**src/rtl/lu_serial_driver_pkg.sv**
```systemverilog
// Shared opcode and FSM state definitions for the bit-serial logic-unit driver.
// Opcode bit 0 selects inversion, bit 1 selects the AND group over the OR group.
package lu_serial_driver_pkg;

  localparam logic [1:0] OP_OR   = 2'b00;
  localparam logic [1:0] OP_NOR  = 2'b01;
  localparam logic [1:0] OP_AND  = 2'b10;
  localparam logic [1:0] OP_NAND = 2'b11;

  typedef enum logic [1:0] {
    S_IDLE  = 2'b00,
    S_SHIFT = 2'b01,
    S_DONE  = 2'b10
  } state_t;

  // Counter must be able to represent 0..WIDTH without overflow.
  function automatic int cnt_width(input int width);
    return $clog2(width + 1);
  endfunction

endpackage

```
**src/rtl/lu_bit_counter.sv**
```systemverilog
// Loadable bit counter for the serial driver; flags the last bit position (WIDTH-1).
// Counting stops at the terminal value, so the counter never wraps.
module lu_bit_counter
  import lu_serial_driver_pkg::*;
#(
  parameter int WIDTH = 8
) (
  input  logic clk,
  input  logic reset,
  input  logic load,
  input  logic en,
  output logic last
);

  localparam int CW = cnt_width(WIDTH);

  logic [CW-1:0] count_reg;

  always_ff @(posedge clk or posedge reset) begin
    if (reset) begin
      count_reg <= '0;
    end else if (load) begin
      count_reg <= '0;
    end else if (en && !last) begin
      count_reg <= count_reg + CW'(1);
    end
  end

  assign last = (count_reg == CW'(WIDTH - 1));

endmodule

```
**src/rtl/lu_serial_driver.sv**
```systemverilog
// Bit-serial sequencer feeding an external 1-bit logic unit and reassembling its result word.
// Optional zero flag output is enabled by defining LU_SERIAL_ZERO_FLAG_EN.
module lu_serial_driver
  import lu_serial_driver_pkg::*;
#(
  parameter int WIDTH = 8
) (
  input  logic             clk,
  input  logic             reset,
  input  logic             in_valid,
  output logic             in_ready,
  input  logic [WIDTH-1:0] in_a,
  input  logic [WIDTH-1:0] in_b,
  input  logic [1:0]       in_op,
  output logic             lu_a,
  output logic             lu_b,
  output logic             lu_select_op,
  output logic             lu_select_grp,
  input  logic             lu_s,
  output logic             out_valid,
  input  logic             out_ready,
  output logic [WIDTH-1:0] out_result
`ifdef LU_SERIAL_ZERO_FLAG_EN
  ,
  output logic             out_zero
`endif
);

  state_t           state_reg, state_next;
  logic [WIDTH-1:0] a_reg, b_reg, result_reg, result_next;
  logic             sel_op_reg, sel_grp_reg;
  logic             load, shift_en, cnt_last;

  assign load     = (state_reg == S_IDLE) && in_valid;
  assign shift_en = (state_reg == S_SHIFT);

  lu_bit_counter #(.WIDTH(WIDTH)) u_counter (
    .clk   (clk),
    .reset (reset),
    .load  (load),
    .en    (shift_en),
    .last  (cnt_last)
  );

  always_ff @(posedge clk or posedge reset) begin
    if (reset) state_reg <= S_IDLE;
    else       state_reg <= state_next;
  end

  always_comb begin
    state_next = state_reg;
    case (state_reg)
      S_IDLE:  if (in_valid)  state_next = S_SHIFT;
      S_SHIFT: if (cnt_last)  state_next = S_DONE;
      S_DONE:  if (out_ready) state_next = S_IDLE;
      default: state_next = S_IDLE;
    endcase
  end

  // in_ready is gated by reset so it reads 0 while reset is held.
  always_comb begin
    in_ready  = 1'b0;
    out_valid = 1'b0;
    lu_a      = 1'b0;
    lu_b      = 1'b0;
    case (state_reg)
      S_IDLE:  in_ready = !reset;
      S_SHIFT: begin
        lu_a = a_reg[0];
        lu_b = b_reg[0];
      end
      S_DONE:  out_valid = 1'b1;
      default: ;
    endcase
  end

  // LU result enters at the MSB so bit 0 lands at bit 0 after WIDTH shifts.
  generate
    if (WIDTH == 1) begin : g_result_w1
      assign result_next = lu_s;
    end else begin : g_result_wn
      assign result_next = {lu_s, result_reg[WIDTH-1:1]};
    end
  endgenerate

  always_ff @(posedge clk or posedge reset) begin
    if (reset) begin
      a_reg       <= '0;
      b_reg       <= '0;
      result_reg  <= '0;
      sel_op_reg  <= 1'b0;
      sel_grp_reg <= 1'b0;
    end else if (load) begin
      a_reg       <= in_a;
      b_reg       <= in_b;
      sel_op_reg  <= in_op[0];
      sel_grp_reg <= in_op[1];
    end else if (shift_en) begin
      a_reg      <= a_reg >> 1;
      b_reg      <= b_reg >> 1;
      result_reg <= result_next;
    end
  end

  assign lu_select_op  = sel_op_reg;
  assign lu_select_grp = sel_grp_reg;
  assign out_result    = result_reg;

`ifdef LU_SERIAL_ZERO_FLAG_EN
  logic zero_reg;

  always_ff @(posedge clk or posedge reset) begin
    if (reset) begin
      zero_reg <= 1'b0;
    end else if (shift_en && cnt_last) begin
      zero_reg <= (result_next == '0);
    end
  end

  assign out_zero = zero_reg;
`endif

endmodule
```
**config.mk**
```make
export PLATFORM = sky130hd
export DESIGN_NAME = lu_serial_driver
export DESIGN_NICKNAME = d
export VERILOG_FILES = /design/src/rtl/lu_serial_driver_pkg.sv /design/src/rtl/lu_bit_counter.sv /design/src/rtl/lu_serial_driver.sv
export SDC_FILE = /design/constraint.sdc
export NUM_CORES = 1
export LEC_CHECK = 0
export CORE_ASPECT_RATIO = 0.9
export CORE_MARGIN = 8
export CORE_UTILIZATION = 52
export CTS_CLUSTER_DIAMETER = 100
export DETAILED_ROUTE_END_ITERATION = 8
export PLACE_DENSITY_LB_ADDON = 0.15
export SYNTH_ARGS = -nofsm -noshare
export SYNTH_HDL_FRONTEND = slang
export SYNTH_SLANG_ARGS = --single-unit
```
**constraint.sdc**
```tcl
create_clock -name clk -period 4.5 [get_ports clk]
set_clock_uncertainty 0.05 [all_clocks]
set_input_delay 1.35 -clock clk [delete_from_list [all_inputs] [get_ports clk]]
set_output_delay 1.35 -clock clk [all_outputs]
set_load 0.1 [all_outputs]
```
**Word-level counts from Yosys, hierarchy flattened**

Cells that the tools add are included.
W data, S select, Z words.

- Multiplexer cells: 14
- Reductions and logical operators: 9
- Bitwise operators: 1
- $add $sub $neg: 1
- Equal/unequal tests: 6

Operator list:

| operator | count |
|---|---|
| $mux W8 | 4 |
| $mux W4 | 2 |
| $mux W2 | 3 |
| $ne A2 B2 Y1 const B | 3 |
| $pmux W2 S3 | 1 |
| $add A4 B1 Y4 const B | 1 |
| $eq A4 B3 Y1 const B | 1 |
| $mux W1 | 4 |
| $reduce_bool A2 Y1 | 2 |
| $reduce_and A3 Y1 | 1 |
| $eq A2 B1 Y1 const B | 1 |
| $eq A2 B2 Y1 const B | 1 |
| $logic_and A1 B1 Y1 | 2 |
| $logic_not A1 Y1 | 2 |
| $logic_not A2 Y1 | 1 |
| $reduce_and A2 Y1 | 1 |
| $not A1 Y1 | 1 |

- Logic and storage cells: 38
- Register bits: 32

**Depth between registers and ports, before layout**

- Word-level depth: 5
- Depth in mapped cells: 6

**Modules after synthesis**

From an unflattened synthesis, not the netlist that was laid out.

- Cells, all modules: 154
- Area, all modules: 1530.2 µm²

By module, submodules not included:

| module | cells each | area each (µm²) | times used |
|---|---|---|---|
| lu_serial_driver | 133 | 1315.0 | 1 |
| lu_bit_counter | 21 | 215.2 | 1 |

**Worst setup path after synthesis**

Ideal clock, no wire load.

- Path type: input to output
- Start: input port reset
- End: output port in_ready
- Setup slack: -0.277 ns
- Buffers on the path: 0
- Data required time: 3.100 ns
- Stages: 1
- Data arrival time: 3.377 ns
- Cell sequence: nor3_1

- Word-level cells in the longest chain between the ends: 2

RTL lines:

| element | line | source |
|---|---|---|
| from (decl) | lu_serial_driver.sv:9 | `input logic reset,` |
| $logic_not A1 Y1 (no source line) | - |  |
| $mux W1 | lu_serial_driver.sv:66 | `case (state_reg)` |
| to (decl) | lu_serial_driver.sv:11 | `output logic in_ready,` |

No other way between the ends.

**Final worst setup path**

- Start: register state_reg[1]
- End: output port out_valid

- Word-level cells in the longest chain between the ends: 2

RTL lines:

| element | line | source |
|---|---|---|
| from (decl) | lu_serial_driver.sv:29 | `state_t state_reg, state_next;` |
| from (signal assigned) | lu_serial_driver.sv:47 | `else state_reg <= state_next;` |
| $eq A2 B2 Y1 | lu_serial_driver.sv:66 |  |
| $mux W1 | lu_serial_driver.sv:66 |  |
| to (decl) | lu_serial_driver.sv:20 | `output logic out_valid,` |

No other way between the ends.

==> summary.md <==
| Metric | Value |
|---|---|
| Core area | 2700 sq um |
| Via density | 5.35 |
| Worst VDD drop | 0.374 mV |
| Drt total wl | 3.10 mm |
| Die width | 71.9 um |
| Final Hold Viols | 0 |
| Worst skew pair latency | roughly 0.33 ns |
| Clk sinks | 32 |
| Post-Layout Cell Count | 211 |
| Max-slew headroom | 0.347 |
| Post-synth net total | 166 |
| Crit Reg-Reg Startpoint | state_reg[0] |
| Hold wc startpoint | a_reg[0] |
| Metal1 wirelength | between 1 and 1.5 mm |
| Root Buffer | clkbuf_4 |
| Hold/Removal Path Class | reg2reg |
| Gr usage total | 0.144 |
| Crit end category | primary output |
| Initial Util | 0.541 |
| Area occupied by registers | 801 sq um |
| Max cap viols | 0 |
| Worst Setup Start Kind | register |
| DRC | 0 |
| Hold path cells | 2 |
| Met3 Wirelength | 210 um |
| WP buf/inv | 1 |
| Critical Path RT | 3.10 ns |
| Port bufs | 36 |
| Register bit total from synthesis | 32 |
| Crit-path max FO | 7 |
| H-tree lvl count | 2 |
| First-pass iteration count of the detailed router | 4 |
| Final period util | 0.810 |
| Hold_buf cts | 0 |
| Internal | 0.703 mW |
| Overflow after GRT | 0 |
| Drt wl/cell | 14.7 um |
| Register-to-register setup slack | between 2 and 3 ns |
| Largest net degree at the start of global routing | 22 |
| Via count | between 1000 and 1500 |
| Proportion of layout cells with a drive suffix above 1 | 0.149 |
| Setup Buffers After CTS | 0 |
| Commonest non-fill, non-tap cell in the layout | nand2_1 |
| Power per Cell Area | 803 nW/um^2 |
| Die height | 66.3 um |
| Sequential Power Share | 0.333 |
| Final min period | 3.64 ns |
| Multi-input gate area | between 500 and 600 sq um |
| Worst reg2reg path depth | 4 |
| Final nets | 204 |
| Worst r2r dst | u_counter.count_reg[2] |
| Unrepaired setup endpoints after global routing | no |
| WS Path Type | reg2out |
| Worst-margin pin slew | 0.977 ns |
| Most frequent cells in the layout | 58 x nand2_1, 33 x clkdlybuf4s50_1, 32 x dfrtp_1 |
| Pins Over Slew Limit | 0 |
| Clk buf depth | 2 |
| Num CTS Buffers | 5 |
| Synthesized area | 1460 sq um |
| Arr. time, crit path | 2.24 ns |
| Post-synthesis cell type count | 29 |
| Sequential element share of the synthesized area | 0.547 |
| ANT cells | 0 |
| Setup_tns | 0 ns |
| Max Used Layer | met4 |
| Comb power frac | 0.558 |
| Sw Ratio | 0.530 |
| Slowest cell delay on critical path | 1.17 ns |
| Hold endpoint | a_reg[0] |
| Leakage | 0.892 nW |
| Clk network pwr share | 0.109 |
| DP Cell Count | approximately 200 |
| CTS tree | done |
| GPL Wtd Cong | 0.779 |
| Initial DRC Count | 80 |
| Critical path, cell by cell | nor2b_1 > clkdlybuf4s50_1 |
| Clock transition at the registers of the reported paths | approximately 0.11 ns |
| Area Overhead vs Synth | 27.3% |
| Vias in the first global route | 1184 |
| Post-cts repair resize count | 0 |
| # rows | 18 |
| Total power | about 1.5 mW |
| Final HPWL DP | 2.22 mm |
| Die area | 4770 sq um |
| Routed wl met2 | around 1.6 mm |
| Syn. warnings | 0 |
| # IOs | 37 |
| CP max stage cell | clkdlybuf4s50_1 |
| Cells after Synth | 142 |
| Post-route ant nets | 0 |
| Fmax | around 0.27 GHz |
| First-pass GRT wire length | 5.38 mm |
| CP delay by family, top | buffers and inverters |
| Setup-violating endpoint count in the final report | 0 |
| Status | finished, final reports clean |
| Syn Area/Cell | a little over 10 sq um |
| Initial antenna violation count | 0 |
| NetSw | 0.792 mW |
| Fill count | 217 |
worst max-delay path by stage:
stage | start | slack, ns | cells past startpoint | to
after floorplan | reset | 0.59 | 1 | in_ready
after global placement | reset | 0.91 | 3 | in_ready
after detailed placement | reset | 0.90 | 3 | in_ready
after CTS | state_reg[1] | 0.83 | 2 | out_valid
after global routing | state_reg[1] | 0.73 | 2 | out_valid
final | state_reg[1] | 0.86 | 2 | out_valid
metal layers:
layer | GRT usage | vias up
met4 | 0.0407 | 0
met2 | 0.250 | 35
li1 | - | 552
met5 | 0 | -
met3 | 0.0652 | 4
met1 | 0.154 | 537
synth_stat cells, drive strengths merged:
cell / n / area, sq um
o211ai: 1 / 7.51
or3: 1 / 6.26
o21ai: 3 / 15.0
nor3b: 1 / 18.8
nand3: 2 / 10.0
ha: 1 / 12.5
a22oi: 14 / 145
nand2: 58 / 218
and2: 2 / 12.5
nor2: 1 / 3.75
nand2b: 1 / 6.26
a21oi: 2 / 10.0
and3b: 1 / 8.76
inv: 2 / 7.51
nor3: 2 / 10.0
mux2: 3 / 33.8
buf: 8 / 77.6
a41o: 1 / 10.0
nor2b: 2 / 12.5
dfrtp: 32 / 801
o21bai: 2 / 18.8
a22o: 2 / 17.5
layout make-up:
cell class | instances | share of cell area
Clock buffer | 5 | 0.0202
Inverter | 2 | 0.00403
Tap cell | 30 | 0.0202
Timing Repair Buffer | 39 | 0.202
Multi-Input combinational cell | 100 | 0.314
Clock inverter | 3 | 0.0101
Sequential cell | 32 | 0.430
power groups by stage:
stage / clock network [mW] / registers [mW] / logic (mW)
after floorplan: 0 / 0.766 / 0.419
after global placement: 0 / 0.494 / 0.826
after detailed placement: 0 / 0.504 / 0.840
after CTS: 0.166 / 0.499 / 0.845
after global routing: 0.182 / 0.515 / 0.890
final: 0.162 / 0.498 / 0.834
cell families (layout without fill, tap and decap cells):
logic type / after synthesis / count (layout) / synth area share
buf+inv: 10 / 49 / 0.0582
fa+ha+maj: 1 / 1 / 0.00855
flops: 32 / 32 / 0.547
simple gates: 71 / 71 / 0.210
mux: 3 / 3 / 0.0231
compound gates: 25 / 25 / 0.153
metrics by stage:
stage	setup slack, ns	instance area [sq um]	util	hold slack [ns]
after floorplan	0.589	1470	-	0.387
after global placement	0.907	1810	0.668	0.401
after detailed placement	0.902	1810	0.668	0.405
after CTS	0.831	1860	0.689	0.446
after global routing	0.726	1860	0.689	0.469
final	0.856	1860	0.689	0.440
worst register-to-register path, stage by stage (launching register included):
cell	delay [ns]
dfrtp_1	0.54
nor2b_2	0.51
buf_4	0.34
a41o_1	0.21
nor2_1	0.04
(Power assumes the default switching activity.)
